## config.mk

```make
export PLATFORM = sky130hd
export DESIGN_NAME = decode_unit_flat
export DESIGN_NICKNAME = d
export VERILOG_FILES = /design/src/rtl/decode_unit_if.sv /design/src/rtl/decode_unit.sv /design/src/flat_wrapper.sv
export SDC_FILE = /design/constraint.sdc
export NUM_CORES = 1
export LEC_CHECK = 0
export CAP_MARGIN = 25
export CORE_ASPECT_RATIO = 0.9
export CORE_UTILIZATION = 39
export CTS_CLUSTER_SIZE = 16
export DETAILED_ROUTE_END_ITERATION = 6
export MAX_ROUTING_LAYER = met4
export PLACE_DENSITY = 0.79
export SETUP_SLACK_MARGIN = 0.3
export SLEW_MARGIN = 25
export SYNTH_ARGS = -nofsm -noshare
export SYNTH_HDL_FRONTEND = slang
export SYNTH_SLANG_ARGS = --single-unit
```

## constraint.sdc

```tcl
create_clock -name clk_i -period 1.6 [get_ports clk_i]
set_clock_uncertainty 0.1 [all_clocks]
set_input_delay 0.48 -clock clk_i [delete_from_list [all_inputs] [get_ports clk_i]]
set_output_delay 0.48 -clock clk_i [all_outputs]
set_load 0.05 [all_outputs]
```

## src/rtl/decode_unit_if.sv

```systemverilog
// RV32I decode-stage bundle: instruction word, one-hot format enables and decoded fields.
// Latency: n/a (signal bundle only).
// Backpressure: none; the decoder consumes a new instruction every cycle.
interface decode_unit_if;
    logic [31:0] instr_i;
    logic        I_EN_i;
    logic        R_EN_i;
    logic        S_EN_i;
    logic        SB_EN_i;
    logic        U_EN_i;
    logic        UJ_EN_i;
    logic [31:0] immed_o;
    logic [4:0]  RS1_o;
    logic [4:0]  RS2_o;
    logic [4:0]  RD_o;
    logic [6:0]  opcode_o;
    logic [2:0]  func3_o;
    logic [6:0]  func7_o;

    // Control/fetch side: supplies the instruction and format enables, observes decoded fields.
    modport master (
        output instr_i, I_EN_i, R_EN_i, S_EN_i, SB_EN_i, U_EN_i, UJ_EN_i,
        input  immed_o, RS1_o, RS2_o, RD_o, opcode_o, func3_o, func7_o
    );

    // Decoder side.
    modport slave (
        input  instr_i, I_EN_i, R_EN_i, S_EN_i, SB_EN_i, U_EN_i, UJ_EN_i,
        output immed_o, RS1_o, RS2_o, RD_o, opcode_o, func3_o, func7_o
    );
endinterface

```

## src/rtl/decode_unit.sv

```systemverilog
// RV32I field decoder: extracts register indices, opcode, func3/func7 and sign-extended immediate.
// Latency: 1 cycle; fields for the instruction sampled at edge N are visible after edge N.
// Backpressure: none; a new instruction is accepted on every clock edge.
module decode_unit (
    input  logic          clk_i,
    input  logic          rst_ni,
    decode_unit_if.slave  bus
);

    logic [31:0] instr;

    // Immediate candidates for each format; sign bit is always instr[31].
    logic [31:0] imm_i;
    logic [31:0] imm_s;
    logic [31:0] imm_sb;
    logic [31:0] imm_u;
    logic [31:0] imm_uj;

    // Next-state values for the output registers.
    logic [31:0] immed_d;
    logic [4:0]  rs1_d;
    logic [4:0]  rs2_d;
    logic [4:0]  rd_d;
    logic [6:0]  opcode_d;
    logic [2:0]  func3_d;
    logic [6:0]  func7_d;

    // Output registers.
    logic [31:0] immed_q;
    logic [4:0]  rs1_q;
    logic [4:0]  rs2_q;
    logic [4:0]  rd_q;
    logic [6:0]  opcode_q;
    logic [2:0]  func3_q;
    logic [6:0]  func7_q;

    logic        is_shift_imm;

    assign instr = bus.instr_i;

    assign imm_i  = {{20{instr[31]}}, instr[31:20]};
    assign imm_s  = {{20{instr[31]}}, instr[31:25], instr[11:7]};
    assign imm_sb = {{19{instr[31]}}, instr[31], instr[7], instr[30:25], instr[11:8], 1'b0};
    assign imm_u  = {instr[31:12], 12'b0};
    assign imm_uj = {{11{instr[31]}}, instr[31], instr[19:12], instr[20], instr[30:21], 1'b0};

    // Only slli/srli/srai carry a meaningful func7 inside an I-type word.
    assign is_shift_imm = (instr[14:12] == 3'b001) || (instr[14:12] == 3'b101);

    // Select fields by the highest-priority enable (R > I > S > SB > U > UJ); undefined fields stay 0.
    always_comb begin
        immed_d  = 32'd0;
        rs1_d    = 5'd0;
        rs2_d    = 5'd0;
        rd_d     = 5'd0;
        opcode_d = instr[6:0];
        func3_d  = 3'd0;
        func7_d  = 7'd0;

        if (bus.R_EN_i) begin
            rd_d    = instr[11:7];
            func3_d = instr[14:12];
            rs1_d   = instr[19:15];
            rs2_d   = instr[24:20];
            func7_d = instr[31:25];
        end else if (bus.I_EN_i) begin
            rd_d    = instr[11:7];
            func3_d = instr[14:12];
            rs1_d   = instr[19:15];
            immed_d = imm_i;
            if (is_shift_imm) begin
                func7_d = instr[31:25];
            end
        end else if (bus.S_EN_i) begin
            func3_d = instr[14:12];
            rs1_d   = instr[19:15];
            rs2_d   = instr[24:20];
            immed_d = imm_s;
        end else if (bus.SB_EN_i) begin
            func3_d = instr[14:12];
            rs1_d   = instr[19:15];
            rs2_d   = instr[24:20];
            immed_d = imm_sb;
        end else if (bus.U_EN_i) begin
            rd_d    = instr[11:7];
            immed_d = imm_u;
        end else if (bus.UJ_EN_i) begin
            rd_d    = instr[11:7];
            immed_d = imm_uj;
        end
    end

    // Register decoded fields; synchronous reset wins over any decode in the same cycle.
    always_ff @(posedge clk_i) begin
        if (!rst_ni) begin
            immed_q  <= 32'd0;
            rs1_q    <= 5'd0;
            rs2_q    <= 5'd0;
            rd_q     <= 5'd0;
            opcode_q <= 7'd0;
            func3_q  <= 3'd0;
            func7_q  <= 7'd0;
        end else begin
            immed_q  <= immed_d;
            rs1_q    <= rs1_d;
            rs2_q    <= rs2_d;
            rd_q     <= rd_d;
            opcode_q <= opcode_d;
            func3_q  <= func3_d;
            func7_q  <= func7_d;
        end
    end

    assign bus.immed_o  = immed_q;
    assign bus.RS1_o    = rs1_q;
    assign bus.RS2_o    = rs2_q;
    assign bus.RD_o     = rd_q;
    assign bus.opcode_o = opcode_q;
    assign bus.func3_o  = func3_q;
    assign bus.func7_o  = func7_q;

endmodule

```

## src/flat_wrapper.sv

```systemverilog
// flat-port wrapper written by rule: the top's interface ports become plain ports
module decode_unit_flat 
  (clk_i, rst_ni, bus_instr_i, bus_I_EN_i, bus_R_EN_i, bus_S_EN_i, bus_SB_EN_i, bus_U_EN_i, bus_UJ_EN_i, bus_immed_o, bus_RS1_o, bus_RS2_o, bus_RD_o, bus_opcode_o, bus_func3_o, bus_func7_o);
  decode_unit_if bus_i ();
  input  logic clk_i;
  input  logic rst_ni;
  input wire logic [$bits(bus_i.instr_i)-1:0] bus_instr_i;
  input wire logic [$bits(bus_i.I_EN_i)-1:0] bus_I_EN_i;
  input wire logic [$bits(bus_i.R_EN_i)-1:0] bus_R_EN_i;
  input wire logic [$bits(bus_i.S_EN_i)-1:0] bus_S_EN_i;
  input wire logic [$bits(bus_i.SB_EN_i)-1:0] bus_SB_EN_i;
  input wire logic [$bits(bus_i.U_EN_i)-1:0] bus_U_EN_i;
  input wire logic [$bits(bus_i.UJ_EN_i)-1:0] bus_UJ_EN_i;
  output wire logic [$bits(bus_i.immed_o)-1:0] bus_immed_o;
  output wire logic [$bits(bus_i.RS1_o)-1:0] bus_RS1_o;
  output wire logic [$bits(bus_i.RS2_o)-1:0] bus_RS2_o;
  output wire logic [$bits(bus_i.RD_o)-1:0] bus_RD_o;
  output wire logic [$bits(bus_i.opcode_o)-1:0] bus_opcode_o;
  output wire logic [$bits(bus_i.func3_o)-1:0] bus_func3_o;
  output wire logic [$bits(bus_i.func7_o)-1:0] bus_func7_o;
  assign bus_i.instr_i = bus_instr_i;
  assign bus_i.I_EN_i = bus_I_EN_i;
  assign bus_i.R_EN_i = bus_R_EN_i;
  assign bus_i.S_EN_i = bus_S_EN_i;
  assign bus_i.SB_EN_i = bus_SB_EN_i;
  assign bus_i.U_EN_i = bus_U_EN_i;
  assign bus_i.UJ_EN_i = bus_UJ_EN_i;
  assign bus_immed_o = bus_i.immed_o;
  assign bus_RS1_o = bus_i.RS1_o;
  assign bus_RS2_o = bus_i.RS2_o;
  assign bus_RD_o = bus_i.RD_o;
  assign bus_opcode_o = bus_i.opcode_o;
  assign bus_func3_o = bus_i.func3_o;
  assign bus_func7_o = bus_i.func7_o;
  decode_unit u_core (.clk_i(clk_i), .rst_ni(rst_ni), .bus(bus_i));
endmodule
```

==> run metrics, run 1 <==
antenna viol nets, final=0; Setup Viol. Count Final=0; WL/cell=19.3 µm; crit end category=output port; area of the multi-input gates=686 µm²; Slew HR=78.7%; Yosys Warn Count=0; FF+latch count, synth=64; Layout Nets=347; Post-Syn Area=2010 µm²; Routability Congestion=0.851; sequential fraction of the synthesis area=63.7%; dpl ws=-435 ps; max-cap viol count=0; CP required=1020 ps; Syn Nets=222; Post-CTS Hold Buffers=0; routed wire length=7.27 mm; CP max stage cell=dfxtp_2; core box area=4890 µm²; DR iter-0 viols=120; Layout area overhead=106%; clock buffer depth=2; H-Tree Depth=3; critical path arrival=860 ps; Initial Util=41.1%; CP Max Fanout=1; register area=1360 µm²; clock tree sinks=64; worst path bufs/invs=1; hold depth=3; commonest non-fill, non-tap cell in the layout=buf_12; Mean Syn Cell Area=11.1 µm²; Antenna Diode Count=0; share of layout cells above drive strength 1=57.1%; Global Route Usage Sum=29.6%; io pins=104; RSZ-0062 raised after global routing=yes; cell family with most CP delay=flip-flops; WP depth=1; min Tclk post-route=1440 ps; run status=finished clean; most frequent cells in the layout=buf_12 (65), dfxtp_2 (64), clkdlybuf4s50_1 (29); hpwl dp=4.66 mm; largest net degree at the start of global routing=13; worst slew pin tran=319 ps; Final Max Tran Viols=0; Yosys cell types=28; Fmax achieved=695 MHz; Cells after Synth=182; Hold Path Class=input pin to flop; Root Driver=clkbuf_8; Tcrit/Tclk final=89.9%; CTS Buf Count=9; Die ar.=5450 µm²; DRC=0; die width=77.7 µm; worst setup margin=162 ps; Clk pin slew, worst setup/hold paths=80 ps; Pleak=0.00183 µW; # fillers=212; number of global-route vias before repair=2008; CTS tree=yes; # rows=24; 1st-pass router iterations=6; vias per cell=5.00; Power Density=995 nW/µm²; Die Y=70.1 µm; global-route wire length before repair=11.2 mm; initial antenna violation count=0; grt ovf=0; final hold vios=0; critical path class=flop to output port; Cell Chain, Critical Path=buf_12; Buffers on Ports=103; via count=1884; peak supply drop=0.000908 V; total power=4130 µW; Largest stage delay, worst path=360 ps; crit start category=flop
-- routing by layer --
layer / global-route usage [%] / vias up / share of wire, %
met5: - / - / 0
li1: - / 852 / -
met1: 32.0 / 905 / 38
met4: 16.8 / 0 / 3.8
met3: 6.54 / 21 / 5.7
met2: 50.0 / 106 / 52
-- what timing repair did --
item / in CTS / in global routing
buffers inserted: 1 / 0
endpoints found under the setup margin: 121 / 92
pin swaps: 6 / 3
resized for setup: 96 / 6
gates cloned: 1 / 0
-- report_power, final --
part | internal, µW | total, µW | switching, µW
sequential | 1690 | 1760 | 69.1
clock | 798 | 1460 | 662
combinational | 453 | 911 | 458
total | 2940 | 4130 | 1190
-- path summary, 6_finish.rpt --
check,endpoint,startpoint
worst max-delay path,bus_func7_o[4],u_core.bus.func7_o[4]$_SDFF_PN0_
worst min-delay path,u_core.bus.immed_o[31]$_SDFF_PP0_,bus_U_EN_i
-- layout make-up --
class                      instances  share of cell area, %
sequential                        64                   32.8
inverter                           5                  0.452
tap                               65                   1.96
clock buffer                      11                   3.65
multi-input combinational        105                   16.5
timing repair buffer             122                   43.3
clock inverter                     5                   1.33
-- cells in the mapped netlist (all sizes together) --
| cell | instances | share of area, % |
|---|---|---|
| a211oi | 1 | 1.0 |
| a21o | 12 | 4.5 |
| a21oi | 8 | 2.0 |
| a31oi | 9 | 2.8 |
| and2 | 28 | 8.7 |
| and3b | 6 | 2.6 |
| and4b | 1 | 0.50 |
| buf | 6 | 2.4 |
| clkbuf | 2 | 0.37 |
| dfxtp | 64 | 64 |
| inv | 5 | 0.93 |
| nand2 | 9 | 1.7 |
| nand2b | 2 | 0.62 |
| nand3 | 1 | 0.25 |
| nand3b | 2 | 0.75 |
| nand4b | 1 | 0.44 |
| nor2 | 16 | 3.0 |
| nor3 | 1 | 0.81 |
| o21a | 1 | 0.37 |
| o21ai | 2 | 0.50 |
| o21ba | 1 | 0.50 |
| o21bai | 1 | 0.37 |
| o31a | 1 | 0.44 |
| o41a | 1 | 0.56 |
| or2 | 1 | 0.31 |
-- registers in the layout, indices dropped and copies added (netlist names) --
name	count
u_core.bus.RS2_o	5
u_core.bus.func7_o	7
u_core.bus.immed_o	32
u_core.bus.opcode_o	7
u_core.bus.RD_o	5
u_core.bus.func3_o	3
u_core.bus.RS1_o	5
-- kinds of logic after synthesis --
group,count (synthesis),synth area share (%)
AO/OA/AOI/OAI,37,13.0
AND/OR/NAND/NOR,68,19.7
buffers and inverters,13,3.67
flip-flops,64,63.7
-- metrics by stage --
step	hold WS, ps	std cells	utilization [%]	instance area [µm²]	setup TNS (ps)
after global routing	398	377	84.8	4150	0
after CTS	350	377	85.0	4160	0
after global placement	827	359	78.7	3850	-17780
final	391	377	84.8	4150	0
after detailed placement	827	359	78.7	3850	-20560
after floorplan	490	182	-	2040	0
No activity file was read; power rests on OpenSTA's default activity.
==> run 2: changes to the inputs <==
Settings changed: SLEW_MARGIN 25 to default.
==> results of run 2 <==
Same layout as run 1: the final DEF is identical, and so are final timing and power.
